## src/rtl/vlane_element_sequencer.sv

```systemverilog
// vlane_element_sequencer
//
// Issues the element groups of one vector instruction across the lanes.
// When a start is accepted, the vector length is captured from the control
// register file. The block then emits one element group per cycle. Each
// group carries an index, a lane-enable mask and a last flag.
// Emission holds under downstream stall. A one-cycle done pulse follows
// consumption of the final group.
//
// Configuration macro: VSEQ_ZERO_VL_SKIP_EN
//   defined   : a start with vl == 0 goes straight to DONE and emits no group.
//   undefined : vl == 0 emits a single group with an all-zero mask and last set.
//
// Ports:
//   clk           in   clock, all state changes on posedge
//   resetn        in   asynchronous active-low reset
//   vl            in   vector length, sampled only when a start is accepted
//   start         in   issue request for one vector instruction
//   start_ready   out  high only in IDLE
//   stall         in   downstream backpressure, holds the current group
//   grp_valid     out  current group outputs are valid
//   grp_index     out  0-based element group number (zero when not valid)
//   grp_lane_mask out  per-lane element enable (zero when not valid)
//   grp_last      out  current group is the final one
//   busy          out  high in RUN and DONE
//   done          out  one-cycle pulse after the last group is consumed
//
// Every output is decoded from registered state only. No combinational path
// runs from start, stall or vl to any output.

module vlane_element_sequencer #(
  parameter int unsigned NUMLANES     = 8,
  parameter int unsigned LOG2NUMLANES = 3,
  parameter int unsigned VLWIDTH      = 32
) (
  input  logic                            clk,
  input  logic                            resetn,
  input  logic [VLWIDTH-1:0]              vl,
  input  logic                            start,
  output logic                            start_ready,
  input  logic                            stall,
  output logic                            grp_valid,
  output logic [VLWIDTH-LOG2NUMLANES-1:0] grp_index,
  output logic [NUMLANES-1:0]             grp_lane_mask,
  output logic                            grp_last,
  output logic                            busy,
  output logic                            done
);

  // Width of a group index, and of a group count (one extra bit).
  localparam int unsigned GW = VLWIDTH - LOG2NUMLANES;
  localparam int unsigned NW = GW + 1;

  typedef enum logic [1:0] {
    StIdle = 2'd0,
    StRun  = 2'd1,
    StDone = 2'd2
  } state_e;

  state_e            state_q, state_d;
  logic [VLWIDTH-1:0] vl_q, vl_d;
  logic [GW-1:0]     cnt_q, cnt_d;
  logic [GW-1:0]     last_idx_q, last_idx_d;

  // Group count for the incoming vl is ceil(vl / NUMLANES). The extra bit
  // holds the carry, so the count cannot overflow at vl = 2^VLWIDTH-1.
  logic [NW-1:0] ngrp_in;
  logic [GW-1:0] last_idx_in;
  logic          vl_in_zero;

  always_comb begin
    ngrp_in    = {1'b0, vl[VLWIDTH-1:LOG2NUMLANES]} + NW'(|vl[LOG2NUMLANES-1:0]);
    vl_in_zero = (vl == '0);
    // ngrp never exceeds 2^GW, so ngrp-1 fits in GW bits. When vl == 0, the
    // single emitted group is index 0.
    if (ngrp_in == '0) begin
      last_idx_in = '0;
    end else begin
      last_idx_in = GW'(ngrp_in - NW'(1));
    end
  end

  // Next-state logic
  always_comb begin
    state_d    = state_q;
    vl_d       = vl_q;
    cnt_d      = cnt_q;
    last_idx_d = last_idx_q;

    unique case (state_q)
      StIdle: begin
        if (start) begin
          vl_d       = vl;
          cnt_d      = '0;
          last_idx_d = last_idx_in;
          state_d    = StRun;
`ifdef VSEQ_ZERO_VL_SKIP_EN
          if (vl_in_zero) begin
            state_d = StDone;
          end
`endif
        end
      end

      StRun: begin
        if (!stall) begin
          cnt_d = cnt_q + GW'(1);
          if (cnt_q == last_idx_q) begin
            state_d = StDone;
          end
        end
      end

      StDone: begin
        state_d = StIdle;
      end

      default: begin
        state_d = StIdle;
      end
    endcase
  end

  // Only the skip build reads vl_in_zero. Fold it in here so the signal is
  // never left dangling in the default build.
  logic unused_vl_in_zero;
  assign unused_vl_in_zero = vl_in_zero;

  always_ff @(posedge clk or negedge resetn) begin
    if (!resetn) begin
      state_q    <= StIdle;
      vl_q       <= '0;
      cnt_q      <= '0;
      last_idx_q <= '0;
    end else begin
      state_q    <= state_d;
      vl_q       <= vl_d;
      cnt_q      <= cnt_d;
      last_idx_q <= last_idx_d;
    end
  end

  // Output decode from registered state
  logic                    run;
  logic                    is_last;
  logic [LOG2NUMLANES-1:0] rem;

  always_comb begin
    run     = (state_q == StRun);
    is_last = run && (cnt_q == last_idx_q);
    rem     = vl_q[LOG2NUMLANES-1:0];

    start_ready = (state_q == StIdle);
    busy        = (state_q == StRun) || (state_q == StDone);
    done        = (state_q == StDone);
    grp_valid   = run;
    grp_last    = is_last;
    grp_index   = run ? cnt_q : '0;

    grp_lane_mask = '0;
    if (run) begin
      if (!is_last) begin
        grp_lane_mask = '1;
      end else if (vl_q == '0) begin
        // vl == 0 emits one group with no active elements.
        grp_lane_mask = '0;
      end else if (rem == '0) begin
        grp_lane_mask = '1;
      end else begin
        // A partial final group enables the low (vl mod NUMLANES) lanes.
        for (int i = 0; i < NUMLANES; i++) begin
          grp_lane_mask[i] = (LOG2NUMLANES'(i) < rem);
        end
      end
    end
  end

endmodule

```

## config.mk

```make
export PLATFORM = sky130hd
export DESIGN_NAME = vlane_element_sequencer
export DESIGN_NICKNAME = d
export VERILOG_FILES = /design/src/rtl/vlane_element_sequencer.sv
export SDC_FILE = /design/constraint.sdc
export NUM_CORES = 1
export LEC_CHECK = 0
export ABC_AREA = 1
export BUFFER_PORTS_ARGS = -buffer_cell sky130_fd_sc_hd__buf_4
export CAP_MARGIN = 20
export CORE_MARGIN = 2
export CORE_UTILIZATION = 60
export CTS_CLUSTER_SIZE = 8
export DETAILED_ROUTE_END_ITERATION = 16
export MAX_ROUTING_LAYER = met4
export PLACE_DENSITY = 0.91
export SLEW_MARGIN = 20
export SYNTH_ARGS = -nofsm -noshare
export SYNTH_HDL_FRONTEND = slang
export SYNTH_SLANG_ARGS = --single-unit
```

## constraint.sdc

```tcl
create_clock -name clk -period 6.9 [get_ports clk]
set_clock_uncertainty 0.2 [all_clocks]
set_input_delay 0.69 -clock clk [delete_from_list [all_inputs] [get_ports clk]]
set_output_delay 0.69 -clock clk [all_outputs]
set_load 0.01 [all_outputs]
```

**Yosys cells after proc, flatten, opt, wreduce, memory -nomap -nowiden**

Index checks and enable logic that the tools add are counted.

- Logic and storage cells: 45
- Register bits after elaboration: 92
- Input bits: 36

- Order comparisons: 8
- Add/sub/neg operators: 3
- Equal/unequal tests: 6
- Reductions and logical operators: 11
- Muxes and demuxes: 13

Operators with widths:

| operator | number |
|---|---|
| two-way mux 29 bit | 4 |
| one-hot mux 29 bit (2 select lines) | 1 |
| logical NOT 32 bit | 1 |
| two-way mux 8 bit | 4 |
| adder 29 x 1 -> 30 bit | 1 |
| logical NOT 30 bit | 1 |
| adder 29 x 1 -> 29 bit, second input constant | 1 |
| == test 29 bit | 1 |
| subtractor 29 x 1 -> 29 bit, second input constant | 1 |
| less-than comparator 3 bit, first input constant | 4 |
| less-than comparator 1 x 3 -> 1 bit, first input constant | 2 |
| less-than comparator 2 x 3 -> 1 bit, first input constant | 2 |
| two-way mux 2 bit | 3 |
| AND reduction 3 bit | 2 |
| != test 2 bit, second input constant | 2 |
| one-hot mux 2 bit (2 select lines) | 1 |
| logical NOT 3 bit | 1 |
| OR reduction 3 bit | 1 |
| == test 2 x 1 -> 1 bit, second input constant | 1 |
| == test 2 bit, second input constant | 1 |
| logical NOT 2 bit | 1 |
| != test 2 x 1 -> 1 bit, second input constant | 1 |
| AND reduction 2 bit | 1 |
| nonzero test 2 bit | 1 |
| 2 further kinds | 2 |

**Depth between registers and ports, before layout**

Gate-level depths: netlist of run 1.

- Word-level depth: 5
- Mapped depth: 19
- Mapped depth without buffers: 19

**Least setup slack after synthesis of run 1**

OpenSTA, ideal clock, no wires.

- Path kind: input to register
- From: input port vl[0]
- To: register last_idx_q[25]
- Path buffers: 1
- Required time: 6.579 ns
- Setup slack: 3.925 ns
- Arrival time: 2.654 ns
- Setup time: 0.121 ns
- Cell stages on the path: 16
- Path through: inv_1 nand3_1 ha_1 ha_1 nand2_2 nor2_4 nand2_2 nor2_2 nand3_1 nand2_1 nand2_1 nor2_2 nand3_2 o21ai_4 buf_6 o21ai_1

- Word-level cells in the longest chain between the ends: 4
- Elaborated cells between the ends (all ways): 5
- Classes of those cells: add/sub (2); mux (1); reduce/logical (2)

Ends and longest elaborated chain:

| item | line | text |
|---|---|---|
| from (decl) | 38 | `input logic [VLWIDTH-1:0] vl,` |
| OR reduction 3 bit (*) | 72 | `ngrp_in = {1'b0, vl[VLWIDTH-1:LOG2NUMLANES]} + NW'(\|vl[LOG2NUMLANES-1:0]);` |
| adder 29 x 1 -> 30 bit (*) | 72 |  |
| subtractor 29 x 1 -> 29 bit or logical NOT 30 bit (tied branches) | 79, 76 |  |
| two-way mux 29 bit (*) | 76 | `if (ngrp_in == '0) begin` |
| to (signal assigned) | 139 | `last_idx_q <= last_idx_d;` |
| to (decl) | 63 | `logic [GW-1:0] last_idx_q, last_idx_d;` |

Every way passes the cells marked *; elsewhere a longest branch is shown, timed or not.
A chain may end at the register's enable or synchronous reset.

**Final worst setup path of run 1**

- From: register cnt_q[23]
- To: output port grp_lane_mask[1]

- Word-level cells in the longest chain between the ends: 4

Ends and longest elaborated chain:

| item | line | text |
|---|---|---|
| from (decl) | 62 | `logic [GW-1:0] cnt_q, cnt_d;` |
| from (signal assigned) | 138 | `cnt_q <= cnt_d;` |
| == test 29 bit | 150 | `is_last = run && (cnt_q == last_idx_q);` |
| logical AND 1 bit | 150 |  |
| two-way mux 8 bit | 162 | `if (!is_last) begin` |
| two-way mux 8 bit | 161 | `if (run) begin` |
| to (decl) | 44 | `output logic [NUMLANES-1:0] grp_lane_mask,` |

No other way between the ends.

==> results of run 1 <==
[cell families (layout without fill, tap and decap cells)]
| logic type | after synthesis | count (layout) | synth area share |
|---|---|---|---|
| AO/OA/AOI/OAI | 115 | 115 | 0.0932 |
| XOR/XNOR | 44 | 44 | 0.0590 |
| adder cells (fa/ha/maj) | 7 | 7 | 0.0134 |
| buffers and inverters | 165 | 232 | 0.0974 |
| flip-flops | 92 | 92 | 0.353 |
| AND/OR/NAND/NOR | 583 | 583 | 0.384 |
[layer usage]
| layer | up-vias | share of wire | GRT usage |
|---|---|---|---|
| met4 | 0 | 0.043 | 0.149 |
| met3 | 56 | 0.062 | 0.0470 |
| met2 | 246 | 0.48 | 0.543 |
| met5 | - | 0 | - |
| li1 | 3308 | - | - |
| met1 | 2962 | 0.41 | 0.390 |
[cells in the final DEF (no fill, tap or decap), types with 21 or more instances in the layout]
cell | Yosys | final
buf_4 | 0 | 80
nand2_1 | 325 | 324
inv_1 | 134 | 134
nand3_1 | 56 | 56
nor2_1 | 108 | 108
nor3_1 | 21 | 21
xor2_1 | 36 | 36
nand4_1 | 25 | 25
o21ai_1 | 28 | 28
dfrtp_1 | 92 | 92
o21ai_0 | 58 | 58
[flip-flops by register name, indices dropped and copies added, names as in the netlist]
register    count
state_q         2
vl_q           32
last_idx_q     29
cnt_q          29
[worst min path at each step]
stage,start,endpoint,cells after the start
after floorplan,resetn,cnt_q[0],0
after global placement,vl_q[3],vl_q[3],2
after detailed placement,vl_q[4],vl_q[4],2
after CTS,vl_q[4],vl_q[4],2
after global routing,vl_q[4],vl_q[4],2
final,vl_q[11],vl_q[11],2
[critical path: stages, from the launching register on]
cell and delay, ps:
dfrtp_1 480, or2_2 310, a21oi_1 160, nand4_1 170, nor2_1 190, nand2_1 100, nor2_1 200, inv_1 120
nor2_1 340, a21oi_1 130, buf_4 170
[stage by stage]
step | instances | hold slack (ps)
after floorplan | 1006 | 194
after global placement | 1198 | 267
after detailed placement | 1198 | 275
after CTS | 1213 | 297
after global routing | 1213 | 318
final | 1213 | 297
[cell type report]
| cell class | count | area, um^2 |
|---|---|---|
| multi-input combinational | 749 | 3590 |
| fill | 979 | 3380 |
| sequential | 92 | 2300 |
| timing repair buffer | 81 | 611 |
| inverter | 137 | 514 |
| tap | 140 | 175 |
| clock buffer | 11 | 131 |
| clock inverter | 3 | 40.0 |
[report_power, final]
| group | internal [mW] | switching (mW) |
|---|---|---|
| registers | 0.730 | 0.142 |
| clock network | 0.163 | 0.185 |
| logic | 0.264 | 0.424 |
| total | 1.16 | 0.751 |
==> metrics.md, run 1 <==
| Metric | Value |
|---|---|
| Diode count | 0 |
| Routed len/inst | 14.3 um |
| Io pins | 78 |
| First-pass DRT Iterations | 6 |
| Slew margin rel. | 0.445 |
| Net Count, Synth | 1,049 |
| Clock Path Buffers | 2 |
| CP arrival | 2730 ps |
| GR Overflow Total | 0 |
| IR drop worst, VDD | 0.000206 V |
| Pwr/cell area | 259 mW/mm^2 |
| Largest net degree at the start of global routing | 71 |
| Placed cell area | 0.00718 mm^2 |
| Synth warnings | 0 |
| Reg clk slew, reported paths | 90 ps |
| Synth area leader | dfrtp_1 |
| Min Tclk post-route | 3620 ps |
| Fmax | 276 MHz |
| Area grow syn2layout | 12.8% |
| Most common cell in the netlist | nand2_1 |
| Clock latency on the worst-skew pair | 370 ps |
| DRC Markers | 0 |
| Post-synth EDFFs | 0 |
| Post-route core utilization | 0.685 |
| Initial antenna violation count | 0 |
| Core area | 0.0107 mm^2 |
| Mapped Cells | 1,006 |
| CTS tree | built |
| Fin worst setup slack | 3280 ps |
| WL final | 17,300 um |
| Final hold violations | 0 |
| Wire length of the first global-routing pass | 28,600 um |
| H-tree depth | 3 |
| Nets | 1,113 |
| Hpwl dp | 13,800 um |
| Setup Fix Bufs, Post-CTS | 0 |
| Setup crit start kind | flip-flop |
| Rows | 38 |
| Die ar. | 0.0117 mm^2 |
| Crit path capture | grp_lane_mask[1] |
| Ys flop type | dfrtp_1 |
| Post-CTS Hold Buffers | 1 |
| Final period utilization | 0.525 |
| Final instance area | 0.00736 mm^2 |
| RSZ-0062 raised after global routing | false |
| Clk sink count | 92 |
| CP startpoint | cnt_q[23] |
| Initial Utilization | 0.607 |
| Hold Path Class | flip-flop to flip-flop |
| Launch point of the worst reg-to-reg path | state_q[1] |
| Run status | finished clean |
| R2R setup slack | 3370 ps |
| DR iter-0 viols | 449 |
| Maximum Capacitance Violations | 0 |
| Synth Cell Area | 0.00653 mm^2 |
| Worst-path fanout max | 8 |
| Clock Tree Root | clkbuf_8 |
| Final setup viols | 0 |
| Top-area cell type share of the netlist area | 0.353 |
| Required @ worst endpoint | 6010 ps |
| Drt via density | 5.42 |
| Least-Margin Pin Slew | 833 ps |
| Netlist cell types | 33 |
| Lkg Pwr | 3.85 nW |
| R2R Path End | cnt_q[17] |
| CTS Buf Count | 9 |
| Worst setup EP type | output port |
| Vias in the first global route | 6,059 |
| Syn_area_per_cell | 6.49 um^2 |
| ANT nets after route | 0 |
| Die height | 108 um |
| Seq/Total Area, Yosys | 0.353 |
| Global placer's final weighted congestion | 0.956 |
| Flops & latches, synth | 92 |
| Asr flop ratio synth | 1.00 |
| WS Path Type | flip-flop to output port |
| # resized after CTS | 0 |
| Fraction of layout cells with a size suffix above 1 | 0.113 |
| Pre-CTS setup slack | 3240 ps |
| Port bufs | 77 |
| Overall Power | 1.91 mW |
| Worst Reg-to-Reg Cells | 14 |
| Total track usage | 0.325 |
| Largest cells by area after synthesis | dfrtp_1 (35%), nand2_1 (19%), inv_1 (7.7%) |
| Post-synth top cells | nand2_1 (325), inv_1 (134), nor2_1 (108), dfrtp_1 (92), o21ai_0 (58) |
| Vias | 6,572 |
| Slew Viols, Final | 0 |
| Chip Width | 108 um |
| TNS Setup | 0 ps |
Power figures use the tool's default switching activity.
==> run 2: changes to the inputs <==
Settings changed: CORE_UTILIZATION 60 to 59, PLACE_DENSITY 0.91 to 0.9.
Clock period 6.9 ns to 3.5 ns, I/O delays scaled along.
==> run 2 against run 1 <==
Cell count rose by 0.33%; critical endpoint unchanged; sequential share of layout area fell by 0.16 points; setup slack got worse by 3000 ps.
==> metrics.md, run 2 (synthesis gave the netlist of run 1 again) <==
| Metric | Value |
|---|---|
| Run status | finished clean |
| Slew margin rel. | 0.460 (+0.0156) |
| Io pins | 78 (unchanged) |
| Wire length of the first global-routing pass | 29,100 um (+2.0%) |
| Clk sink count | 92 (unchanged) |
| Area grow syn2layout | 13.4% |
| Routed len/inst | 14.7 um (+2.6%) |
| Clock Tree Root | clkbuf_8 |
| Fmax | 307 MHz |
| Hpwl dp | 14,100 um (+2.6%) |
| Drt via density | 5.40 (-0.30%) |
| Final setup viols | 0 (unchanged) |
| Core area | 0.0108 mm^2 (+0.44%) |
| Rows | 38 (unchanged) |
| WS Path Type | flip-flop to output port |
| Fill cells | 948 (-3.2%) |
| Final period utilization | 0.931 |
| Clock Path Buffers | 2 (unchanged) |
| Hold Path Class | input port to flip-flop |
| Worst Reg-to-Reg Cells | 12 (-2) |
| CP startpoint | cnt_q[24] |
| Biggest regs | vl_q x32, cnt_q x29, last_idx_q x29 |
| Final hold violations | 0 (unchanged) |
| R2R Path End | cnt_q[26] |
| Die ar. | 0.0119 mm^2 (+1.6%) |
| Nets | 1,118 (+0.45%) |
| ANT nets after route | 0 (unchanged) |
| DRC Markers | 0 (unchanged) |
| Diode count | 0 (unchanged) |
| GR Overflow Total | 0 (unchanged) |
| Min Tclk post-route | 3260 ps |
| Launch point of the worst reg-to-reg path | state_q[1] |
| Crit path capture | grp_lane_mask[1] |
| Leading cell type in the layout, fill and taps excluded | nand2_1 |
| FF/Latch Area | 0.00230 mm^2 (unchanged) |
| CP arrival | 2710 ps (-20 ps) |
| Slew Viols, Final | 0 (unchanged) |
| Worst setup EP type | output port |
| Setup Fix Bufs, Post-CTS | 0 (unchanged) |
| Most frequent cells in the layout | nand2_1 (324), inv_1 (134), nor2_1 (108), dfrtp_1 (92), buf_4 (83) |
| Port bufs | 77 (unchanged) |
| Least-Margin Pin Slew | 809 ps (-23.3 ps) |
| WHS | 44.8 ps (-253 ps) |
| Vias in the first global route | 6,183 (+2.0%) |
| Fraction of layout cells with a size suffix above 1 | 0.117 (+0.00422) |
| Maximum Capacitance Violations | 0 (unchanged) |
| IR drop worst, VDD | 0.000512 V (+150%) |
| CTS tree | built |
| Setup crit start kind | flip-flop |
| Pwr/cell area | 509 mW/mm^2 (+96%) |
| Max reg flops | 32 (unchanged) |
| Total track usage | 0.328 (+0.00281) |
| Die height | 109 um (+0.81%) |
| Worst-path fanout max | 6 (-2) |
| H-tree depth | 3 (unchanged) |
| First-pass DRT Iterations | 7 (+1) |
| DR iter-0 viols | 409 (-8.9%) |
| Multi-input logic area | 0.00359 mm^2 (about the same) |
| Global placer's final weighted congestion | 1.02 (+6.6%) |
| RSZ-0062 raised after global routing | false |
| WL final | 17,800 um (+2.9%) |
| Reg clk slew, reported paths | 90 ps (about the same) |
| Largest reg by FF count | vl_q |
| Clock latency on the worst-skew pair | 380 ps (about the same) |
| R2R setup slack | 510 ps (-2860 ps) |
| CTS Buf Count | 9 (unchanged) |
| Vias | 6,574 (+0.030%) |
| Lkg Pwr | 3.87 nW (+0.39%) |
| Chip Width | 109 um (+0.81%) |
| Largest net degree at the start of global routing | 93 (+31%) |
| Initial Utilization | 0.605 (-0.00268) |
| TNS Setup | 0 ps (unchanged) |
| Initial antenna violation count | 0 (unchanged) |
| Required @ worst endpoint | 2950 ps (-3060 ps) |
[run 2: changes by cell type in the layout (fill, tap and decap cells not counted), sizes merged]
cell,delta
buf,+3
dlygate4sd3,+2
bufinv,-1
clkinv,-1
clkinvlp,+1
[run 2: area by class of cell]
type / instances / share of cell area
tap: 140 / 0.0237
multi-input combinational: 749 / 0.485
sequential: 92 / 0.311
clock buffer: 11 / 0.0205
clock inverter: 2 / 0.00169
inverter: 137 / 0.0695
timing repair buffer: 86 / 0.0882
[run 2: where the power goes]
part	total, mW	internal (mW)	switching (mW)	leakage [nW]
clock	0.663	0.284	0.378	0.0831
combinational	1.39	0.539	0.848	2.60
sequential	1.72	1.44	0.280	1.18
total	3.77	2.26	1.51	3.87
[run 2: worst min-delay path by stage]
stage | to | start | cells past startpoint
2_1_floorplan | cnt_q[0] | resetn | 0
3_3_place_gp | vl_q[10] | resetn | 1
3_5_place_dp | vl_q[14] | resetn | 1
4_1_cts | vl_q[0] | vl[0] | 3
5_1_grt | vl_q[2] | vl[2] | 3
6_report | vl_q[0] | vl[0] | 3
[run 2: repair_timing]
item,CTS,global route
hold endpoints to repair,59,0
hold buffers,3,0
gates resized for setup,0,1
setup endpoints to repair,0,17
[run 2: layer usage]
| metal | track usage | up-vias | wire length, um |
|---|---|---|---|
| met5 | - | - | 0 |
| met3 | 0.0550 | 57 | 881 |
| met1 | 0.379 | 3001 | 7590 |
| li1 | - | 3306 | - |
| met2 | 0.547 | 210 | 8570 |
| met4 | 0.171 | 0 | 808 |
[run 2: per-stage QoR]
step | worst slack (ps) | cells | power (mW) | util | instance area, um^2
after floorplan | 865 | 1006 | 2.63 | - | 6530
after global placement | 374 | 1201 | 3.04 | 0.668 | 7210
after detailed placement | 302 | 1201 | 3.11 | 0.668 | 7210
after CTS | 239 | 1217 | 3.76 | 0.686 | 7400
after global routing | 13.7 | 1217 | 4.05 | 0.686 | 7400
final | 240 | 1217 | 3.77 | 0.686 | 7400
[run 2: worst max-delay path: stages, from the launching register on]
cell     delay, ps
dfrtp_1        420
inv_1          120
or2_2          120
nand3_1         60
nor3_1         240
nand3_1        140
nor2_1         210
nand2_1        100
nor2_1         200
inv_1          120
nor2_1         300
a21oi_1        120
buf_4          170
==> run 3: changes to the inputs <==
==> constraint.sdc (replaced) <==
create_clock -name clk -period 3.5 [get_ports clk]
set_clock_uncertainty 0.2 [all_clocks]
set_input_delay 0.175 -clock clk [delete_from_list [all_inputs] [get_ports clk]]
set_output_delay 0.175 -clock clk [all_outputs]
set_load 0.01 [all_outputs]
==> run 3 against run 2 <==
Setup slack gained 210 ps; critical path type is now input port to flip-flop; largest cell class unchanged; count of clock-buffer cells in the layout is the same; sequential share of layout area shrank 1.3 points; first-iteration DRC count shrank 2.7%; critical endpoint is now last_idx_q[3].
==> metrics.md, run 3 (synthesis gave the netlist of run 1 again) <==
| Metric | Value |
|---|---|
| Highest routed metal layer | met4 |
| GR Overflow Total | 0 (unchanged) |
| Maximum Capacitance Violations | 0 (unchanged) |
| WL met1 | 7600 um (+0.14%) |
| Min Tclk post-route | 3040 ps (-215 ps) |
| IR drop worst, VDD | 0.000549 V (+7.2%) |
| DR iter-0 viols | 398 (-2.7%) |
| Sw Ratio | 0.393 (-0.00636) |
| Core area | 0.0108 mm^2 (unchanged) |
| Largest net degree at the start of global routing | 93 (unchanged) |
| Most frequent cells in the layout | nand2_1 (324), inv_1 (134), nor2_1 (108), dfrtp_1 (92), buf_4 (86) |
| Max reg flops | 32 (unchanged) |
| Port bufs | 77 (unchanged) |
| H-tree depth | 3 (unchanged) |
| Min-delay src | vl[23] |
| DRC Markers | 0 (unchanged) |
| Launch point of the worst reg-to-reg path | state_q[1] |
| Rows | 38 (unchanged) |
| Initial Utilization | 0.605 (unchanged) |
| Pwr/cell area | 503 mW/mm^2 (-1.3%) |
| Hpwl dp | 14,000 um (-0.53%) |
| First-pass DRT Iterations | 5 (-2) |
| Clk sink count | 92 (unchanged) |
| Chip Width | 109 um (unchanged) |
| Wire length of the first global-routing pass | 30,200 um (+3.7%) |
| Drt via density | 5.36 (-0.80%) |
| Clock Power Share | 0.185 (+0.009) |
| ANT nets after route | 0 (unchanged) |
| Vias | 6,698 (+1.9%) |
| Routed len/inst | 14.6 um (-0.61%) |
| Slew margin rel. | 0.346 (-0.115) |
| Combinational power share | 0.373 (+0.005) |
| Total track usage | 0.339 (+0.0109) |
| Met3 wire len | 930 um (+5.6%) |
| Diode count | 0 (unchanged) |
| Slew Viols, Final | 0 (unchanged) |
| Setup crit start kind | input port |
| Clock Path Buffers | 2 (unchanged) |
| Final period utilization | 0.870 (-0.0614) |
| TNS Setup | 0 ps (unchanged) |
| Int Power | 2.36 mW (+4.2%) |
| Required @ worst endpoint | 3560 ps (+610 ps) |
| Initial antenna violation count | 0 (unchanged) |
| Sequential power share | 0.442 (-0.014) |
| Final hold violations | 0 (unchanged) |
| Clock latency on the worst-skew pair | 380 ps (about the same) |
| Worst setup EP type | flip-flop |
| Vias in the first global route | 6,453 (+4.4%) |
| Global placer's final weighted congestion | 1.00 (-1.9%) |
| Fin cells | 1,250 (+2.7%) |
| WL final | 18,200 um (+2.1%) |
| Final setup viols | 0 (unchanged) |
| Least-Margin Pin Slew | 982 ps (+172 ps) |
| Lkg Pwr | 4.01 nW (+3.6%) |
| Met2 WL | 8740 um (+2.0%) |
| Biggest regs | vl_q x32, cnt_q x29, last_idx_q x29 |
| Fraction of layout cells with a size suffix above 1 | 0.117 (+0.000125) |
| Fmax | 328 MHz (+7.1%) |
| WS Path Type | input port to flip-flop |
| CTS tree | built |
| Die ar. | 0.0119 mm^2 (unchanged) |
| RSZ-0062 raised after global routing | false |
| Largest reg by FF count | vl_q |
| P_sw | 1.53 mW (+1.5%) |
| Worst-path fanout max | 15 (+9) |
| Leading cell type in the layout, fill and taps excluded | nand2_1 |
| Reg clk slew, reported paths | 80 ps (about the same) |
| Hold Path Class | input port to flip-flop |
| CP arrival | 3100 ps (+390 ps) |
| Die height | 109 um (unchanged) |
| CP startpoint | vl[0] |
| Total placed cells including tap cells | 1,203 (+0.17%) |
| Io pins | 78 (unchanged) |
| Run status | finished clean |
| Nets | 1,149 (+2.8%) |
| Area grow syn2layout | 18.5% |
| CTS Buf Count | 9 (unchanged) |
| Clock Tree Root | clkbuf_8 |
-- run 3: stage by stage --
step	hold WS (ps)	util	area [um^2]	power, mW	setup slack [ps]
finish	10.5	0.716	7730	3.89	455
global route	10.3	0.716	7730	4.19	108
CTS	2.04	0.716	7720	3.87	263
detailed placement	182	0.669	7220	3.13	434
global placement	182	0.669	7220	3.05	518
floorplan	-321	-	6530	2.63	1040
-- run 3: worst paths after layout --
check	slack, ps	endpoint	cells after the start
worst max-delay path	460	last_idx_q[3]	18
worst min-delay path	10	vl_q[23]	3
worst max register to register	540	cnt_q[22]	12
worst min register to register	290	vl_q[29]	2
max in group asynchronous	2100	vl_q[11]	3
min in group asynchronous	350	vl_q[5]	2
-- run 3: routing by layer --
metal | GRT usage | up-vias
met5 | - | -
met4 | 0.174 | 0
met3 | 0.0562 | 66
met2 | 0.563 | 230
met1 | 0.395 | 3017
li1 | - | 3385
-- run 3: power groups by stage --
stage,registers [mW],clock network (mW),logic [mW]
after floorplan,1.65,0,0.980
after global placement,1.71,0,1.34
after detailed placement,1.73,0,1.40
after CTS,1.71,0.727,1.43
after global routing,1.76,0.776,1.65
final,1.72,0.719,1.45
-- run 3: repair_timing --
| item | 4_1_cts | 5_1_grt |
|---|---|---|
| setup endpoints to repair | 0 | 15 |
| hold buffers | 31 | 0 |
| buffers inserted | 0 | 1 |
| resized for setup | 0 | 1 |
| endpoints found under the hold margin | 109 | 0 |
-- run 3: critical path, stage by stage --
cell and delay, ps:
dlygate4sd3_1 540, buf_4 100, inv_1 40, nand3_1 70
ha_1 200, ha_2 280, nand2_2 110, nor2_4 190
nand2_2 80, nor2_2 190, nand3_1 100, nand2_1 120
nand2_1 100, nor2_2 200, nand3_2 140, o21ai_4 160
buf_4 220, o21ai_1 90
-- run 3: layout make-up --
type | instances | area, um^2
fill | 896 | 3060
clock inverter | 4 | 50.0
tap | 140 | 175
inverter | 137 | 514
sequential | 92 | 2300
multi-input combinational | 749 | 3590
timing repair buffer | 117 | 956
clock buffer | 11 | 141
